<file path="config.mk">
export PLATFORM = sky130hd
export DESIGN_NAME = mc14500_fetch
export DESIGN_NICKNAME = d
export VERILOG_FILES = /design/src/rtl/mc14500_fetch.sv
export SDC_FILE = /design/constraint.sdc
export NUM_CORES = 1
export LEC_CHECK = 0
export ABC_AREA = 1
export BUFFER_PORTS_ARGS = -buffer_cell sky130_fd_sc_hd__clkbuf_2
export CAP_MARGIN = 20
export CORE_MARGIN = 3
export CORE_UTILIZATION = 25
export DETAILED_ROUTE_END_ITERATION = 10
export PLACE_DENSITY = 0.38
export SLEW_MARGIN = 20
export SYNTH_ARGS = -nofsm -noshare
export SYNTH_HDL_FRONTEND = slang
export SYNTH_SLANG_ARGS = --single-unit
</file>
<file path="constraint.sdc">
create_clock -name i_clk -period 10.3 [get_ports i_clk]
set_clock_uncertainty 0.2 [all_clocks]
set_input_delay 2.06 -clock i_clk [delete_from_list [all_inputs] [get_ports i_clk]]
set_output_delay 2.06 -clock i_clk [all_outputs]
set_load 0.005 [all_outputs]
</file>
<file path="src/rtl/mc14500_fetch.sv">
// MC14500 instruction fetcher: streams bytes from an SPI flash READ,
// reopening the transaction whenever the requested PC is not sequential.
module mc14500_fetch #(
    parameter logic [23:0] FLASH_BASE = 24'h000000,
    parameter int          PC_W       = 17
) (
    input  logic            i_clk,
    input  logic            rst,
    input  logic [PC_W-1:0] pc,
    input  logic            fetch_req,
    output logic [7:0]      instr,
    output logic            instr_valid,
    output logic            busy,
    output logic            spi_cs_n,
    output logic            spi_sck,
    output logic            spi_mosi,
    input  logic            spi_miso
);

    typedef enum logic [2:0] {
        S_IDLE,
        S_DESEL,
        S_CMD,
        S_ADDR,
        S_DATA,
        S_HOLD
    } state_t;

    state_t          state;
    logic            phase;
    logic [5:0]      bit_cnt;
    logic [31:0]     tx;
    logic [7:0]      rx;
    logic [PC_W-1:0] pc_q;
    logic [PC_W-1:0] last_pc;
    logic            last_ok;

    logic            accept;
    logic            seq;
    logic [31:0]     cmd_word;

    assign accept   = fetch_req && !busy;
    assign cmd_word = {8'h03, FLASH_BASE + 24'(pc)};
    // A wrap from all-ones back to zero must reopen the read
    assign seq      = last_ok && (last_pc != '1) &&
                      (pc == last_pc + PC_W'(1));

    always_ff @(posedge i_clk or posedge rst) begin
        if (rst) begin
            state       <= S_IDLE;
            phase       <= 1'b0;
            bit_cnt     <= 6'd0;
            tx          <= 32'd0;
            rx          <= 8'd0;
            pc_q        <= '0;
            last_pc     <= '0;
            last_ok     <= 1'b0;
            instr       <= 8'h00;
            instr_valid <= 1'b0;
            busy        <= 1'b0;
            spi_cs_n    <= 1'b1;
            spi_sck     <= 1'b0;
            spi_mosi    <= 1'b0;
        end else begin
            instr_valid <= 1'b0;
            unique case (state)
                S_IDLE: begin
                    if (accept) begin
                        state    <= S_CMD;
                        busy     <= 1'b1;
                        pc_q     <= pc;
                        spi_cs_n <= 1'b0;
                        phase    <= 1'b0;
                        bit_cnt  <= 6'd0;
                        spi_mosi <= cmd_word[31];
                        tx       <= {cmd_word[30:0], 1'b0};
                    end
                end
                S_HOLD: begin
                    if (accept) begin
                        busy  <= 1'b1;
                        pc_q  <= pc;
                        phase <= 1'b0;
                        if (seq) begin
                            state   <= S_DATA;
                            bit_cnt <= 6'd32;
                        end else begin
                            state    <= S_DESEL;
                            spi_cs_n <= 1'b1;
                            bit_cnt  <= 6'd0;
                            tx       <= cmd_word;
                        end
                    end
                end
                S_DESEL: begin
                    if (phase) begin
                        state    <= S_CMD;
                        phase    <= 1'b0;
                        spi_cs_n <= 1'b0;
                        spi_mosi <= tx[31];
                        tx       <= {tx[30:0], 1'b0};
                    end else begin
                        phase <= 1'b1;
                    end
                end
                S_CMD, S_ADDR, S_DATA: begin
                    if (!phase) begin
                        phase   <= 1'b1;
                        spi_sck <= 1'b1;
                    end else begin
                        phase   <= 1'b0;
                        spi_sck <= 1'b0;
                        bit_cnt <= bit_cnt + 6'd1;
                        tx      <= {tx[30:0], 1'b0};
                        if (state == S_DATA)
                            rx <= {rx[6:0], spi_miso};
                        if (bit_cnt == 6'd39) begin
                            state       <= S_HOLD;
                            bit_cnt     <= 6'd0;
                            instr       <= {rx[6:0], spi_miso};
                            instr_valid <= 1'b1;
                            busy        <= 1'b0;
                            last_pc     <= pc_q;
                            last_ok     <= 1'b1;
                            spi_mosi    <= 1'b0;
                        end else if (bit_cnt >= 6'd31) begin
                            state    <= S_DATA;
                            spi_mosi <= 1'b0;
                        end else begin
                            if (bit_cnt == 6'd7)
                                state <= S_ADDR;
                            spi_mosi <= tx[31];
                        end
                    end
                end
                default: state <= S_IDLE;
            endcase
        end
    end

endmodule

</file>
Word level (Yosys, flattened, before mapping). Index checks and enable logic that the tools add are counted.

Bits in registers: 97. Output and inout port bits: 13. Word-level logic and storage cells: 98.

Add/sub/neg operators: 2. Order comparisons: 1. Equal/unequal tests: 18. Mux-type cells: 39. Reductions and logical operators: 24.

Operators by type and width (number): two-way mux 32 bit (4); one-hot mux 32 bit (3 select lines) (1); two-way mux 6 bit (5); two-way mux 3 bit (8); one-hot mux 6 bit (3 select lines) (1); adder 17 x 1 -> 17 bit, second input constant (1); == test 17 bit (1); != test 17 bit, second input constant (1); two-way mux 1 bit (15); AND reduction 5 bit (3); != test 2 bit, second input constant (6); one-hot mux 3 bit (4 select lines) (1); AND reduction 4 bit (3); nonzero test 3 bit (4); adder 6 x 1 -> 6 bit, second input constant (1); == test 3 x 2 -> 1 bit, second input constant (2); == test 3 bit, second input constant (2); == test 6 x 3 -> 1 bit, second input constant (1); == test 6 bit, second input constant (1); greater-or-equal comparator 6 x 5 -> 1 bit, second input constant (1); one-hot mux 1 bit (3 select lines) (2); AND reduction 3 bit (2); != test 2 x 1 -> 1 bit, second input constant (2); != test 4 bit, second input constant (1); 10 further kinds (15).

Longest topological paths before layout.
Depth in word-level cells: 6. Gate-level depth with buffers: 21. Gate-level depth less buffers: 21.

Least setup slack after synthesis. No wires, ideal clock.

Kind: input to register. From: input pc[1]. To: register tx[10]. Library setup time: 0.128 ns. Arrival: 3.232 ns. Slack: 6.739 ns. Cell stages on the path: 13. Cell sequence: inv_1 -> nor2_1 -> nor2_1 -> nand2_1 -> nor2_1 -> nand2_1 -> nor2_1 -> nand2_1 -> nor2_1 -> nand4_4 -> nand2_4 -> buf_4 -> o21ai_1.

Word-level cells in the longest chain between the ends: 4.

RTL lines: start: declaration (RTL line 9) `input logic [PC_W-1:0] pc,`; == test 17 bit (RTL line 46) `(pc == last_pc + PC_W'(1));`; logical AND 1 bit (RTL line 45) `assign seq = last_ok && (last_pc != '1) &&`; != test 2 bit (no line); AND reduction 5 bit (no line); end signal: assignment (RTL line 76) `tx <= {cmd_word[30:0], 1'b0};`; end signal: assignment (RTL line 91) `tx <= cmd_word;`; end signal: assignment (RTL line 101) `tx <= {tx[30:0], 1'b0};`; end: declaration (RTL line 32) `logic [31:0] tx;`.

Every way passes these cells. A chain may end at the register's enable or synchronous reset.

Final worst setup path.
From: input pc[1]. To: register tx[2].

Word-level cells in the longest chain between the ends: 4.

RTL lines (RTL line): == test 17 bit (46); logical AND 1 bit (45); != test 2 bit (no line); AND reduction 5 bit (no line).

Several ways; a longest one is shown, not always the timed one. The select of a mux whose other input is x is not followed.

==> flow_metrics.tcl <==
set metrics [dict create \
    clockPowerShare 0.453 \
    path_class "in -> reg" \
    r2r_cells 17 \
    postCtsSetupBuffers 0 \
    tns_ns 0 \
    fmax_mhz 252 \
    die_x_um 146 \
    cap_violations 0 \
    n_fill_cell 2058 \
    drt_iter0_markers 296 \
    drive_gt1_frac 0.107 \
    intPower_mw 0.581 \
    dpl-instance-area_mm2 0.00530 \
    ir_drop_uv 64.1 \
    worstSetupStartpointType "input pin" \
    hpwl_um 8860 \
    power_switching_mw 0.177 \
    fin_nets 682 \
    period_share 0.386 \
    r2r-end "tx[2]" \
    insertion_delay_ns 0.35 \
    min_period_ns 3.97 \
    cts_resized 0 \
    crit_start "pc[1]" \
    grt_pass1_wl_um 21200 \
    synth_seq_area_share 0.496 \
    synth.top_cell.area_share 0.491 \
    ys_ff_latch 97 \
    r2r_setup_slack_ns 6.53 \
    critPathTopFamily "simple AND/OR/NAND/NOR gates" \
    cp.required_ns 10.36 \
    overflow 0 \
    vias 3969 \
    grt_pass1_vias 4033 \
    multi_input_area_mm2 0.00208 \
    io_buffers 33 \
    firstDrtPassIters 5 \
    max_stage_delay_ns 0.48 \
    syn_inst 630 \
    syn_area_per_cell_um2 7.77 \
    grt_max_degree 62 \
    regToRegStartpoint "last_pc[0]" \
    crit_fanout 61 \
    cts.path.max_buffers 2 \
    layout_commonest_cell "nand2_1" \
    final_max_slew_viol_count 0 \
    worstMarginPinSlew_ns 0.956 \
    synth_ff_type "dfrtp_1" \
    setup_violations 0 \
    yosysTopAreaCell "dfrtp_1" \
    htree_num_levels 3 \
    ant_nets 0 \
    fin_total_pwr_mw 0.758 \
    rsz0062_at_grt "false" \
    worstSetupEndpoint "tx[2]" \
    diodes 0 \
    wl_per_cell_um 13.8 \
    stdcell_area_mm2 0.00560 \
    place.gp.congestion 0.783 \
    cp_num_cells 14 \
    ctsHoldBuffers 0 \
    tritoncts "built" \
    status "completed" \
    powerDensity_mw_per_mm2 135 \
    clock-sinks 97 \
    arrival_ns 4.03 \
    slew_headroom 0.362 \
    die_height_um 146 \
    synth_nets 654 \
    comb_power_share 0.039 \
    track_usage 0.125 \
    ys_types 32 \
    hold_slack_ns 0.266 \
    wirelength_um 12700 \
    core_mm2 0.0190 \
    async_flop_share 1.00 \
    p_sw_frac 0.233 \
    synth_edf_count 0 \
    crit_buf_inv 2 \
    hp-class "reg -> reg" \
    worstPathCellList "clkbuf_2 > inv_1 > nor2_1 > nor2_1 > nand2_1 > nor2_1 > nand2_1 > nor2_1 > nand2_1 > nor2_1 > nand4_4 > nand2_4 > nand2_1 > o21ai_1" \
    synth_area_leaders "dfrtp_1 49%, nand2_1 17%, inv_1 5.4%, o21ai_0 5.3%, nor2_1 3.4%" \
    initial_core_util 0.258 \
    synth_warnings 0 \
    clockRootBuffer "clkbuf_16" \
    seq_power_share 0.508 \
    cp-end-kind "flop" \
    ff_latch_area_mm2 0.00243 \
    netlist_area_mm2 0.00489 \
    clk_pin_slew_ns 0.06 \
    leakage_nw 2.77 \
    final_cell_mix "217 x nand2_1, 96 x dfrtp_1, 69 x inv_1" \
    final_hold_viol_count 0 \
    numCtsBuffers 9 \
    area_delta_synth_final_pct 14.4 \
    viasPerCell 4.30 \
    dieArea_mm2 0.0213 \
    ios 34 \
    crit_slowest_cell "nand2_4" \
    antenna_found_initial 0 \
    drc_errors 0 \
    cp_common_cell "nor2_1" \
    rows 50 \
]
cell usage after synthesis, types with 2 or more instances:
cell type	count
a21oi_1	10
a221oi_1	10
buf_2	5
buf_4	2
buf_6	4
clkbuf_1	9
clkinv_1	3
dfrtp_1	96
ha_1	3
inv_1	70
nand2_1	217
nand2_2	3
nand3_1	27
nand4_1	4
nor2_1	44
nor2_2	5
nor2_4	4
nor3_1	4
o21ai_0	52
o21ai_1	31
o22ai_1	6
xnor2_1	5
xor2_1	7
power groups by stage:
| stage | combinational [mW] | clock [mW] | sequential [mW] |
|---|---|---|---|
| after detailed placement | 0.0304 | 0 | 0.392 |
| after global placement | 0.0303 | 0 | 0.392 |
| after CTS | 0.0305 | 0.358 | 0.385 |
| final | 0.0293 | 0.344 | 0.385 |
| after global routing | 0.0345 | 0.374 | 0.385 |
| after floorplan | 0.0173 | 0 | 0.392 |
flip-flops by register name, summed over array words and instances (netlist names):
signal / count
phase: 1
bit_cnt: 6
spi_cs_n: 1
tx: 32
instr_valid: 1
last_pc: 17
busy: 1
last_ok: 1
state: 3
pc_q: 17
instr: 8
spi_sck: 1
rx: 7
spi_mosi: 1
final cells by class:
| cell class | count | share of cell area |
|---|---|---|
| Inverter | 73 | 0.0494 |
| Multi-Input combinational cell | 440 | 0.371 |
| Clock buffer | 10 | 0.0409 |
| Clock inverter | 6 | 0.0118 |
| Tap cell | 260 | 0.0581 |
| Sequential cell | 97 | 0.434 |
| Timing Repair Buffer | 37 | 0.0349 |
per-stage QoR:
step,util,std cells,setup slack [ns]
2_1_floorplan,-,630,5.51
3_3_place_gp,0.279,907,5.97
3_5_place_dp,0.279,907,5.95
4_1_cts,0.295,923,6.31
5_1_grt,0.295,923,5.98
6_report,0.295,923,6.33
kinds of logic (layout without fill, tap and decap cells):
kind of cell	count (synthesis)	after routing	synth area share
and+or+nand+nor	313	313	0.269
AOI/OAI and AO/OA	112	112	0.125
DFF	97	97	0.496
buffers and inverters	93	126	0.0803
xor gates and xnor gates	12	12	0.0215
adders and majority gates	3	3	0.00767
worst min path at each step:
stage | slack [ns] | from | depth (start not counted) | end
2_1_floorplan | 0.24 | last_ok | 1 | last_ok
5_1_grt | 0.27 | last_ok | 1 | last_ok
6_report | 0.27 | last_ok | 1 | last_ok
3_3_place_gp | 0.25 | last_ok | 1 | last_ok
3_5_place_dp | 0.25 | last_ok | 1 | last_ok
4_1_cts | 0.27 | last_ok | 1 | last_ok
worst reg2reg max path, delay by kind of cell (launching register included):
family | cells | cell delay (ns)
flops | 1 | 0.41
compound gates | 1 | 0.10
fa+ha+maj | 2 | 0.57
simple gates | 14 | 2.43
routing by layer:
metal,vias up,wire length [µm],track usage
li1,2067,-,-
met1,1856,6270,0.169
met2,34,5960,0.201
met3,12,273,0.0206
met4,0,201,0.0470
met5,-,0,0
Note: power is estimated with default switching activity, not from simulation.
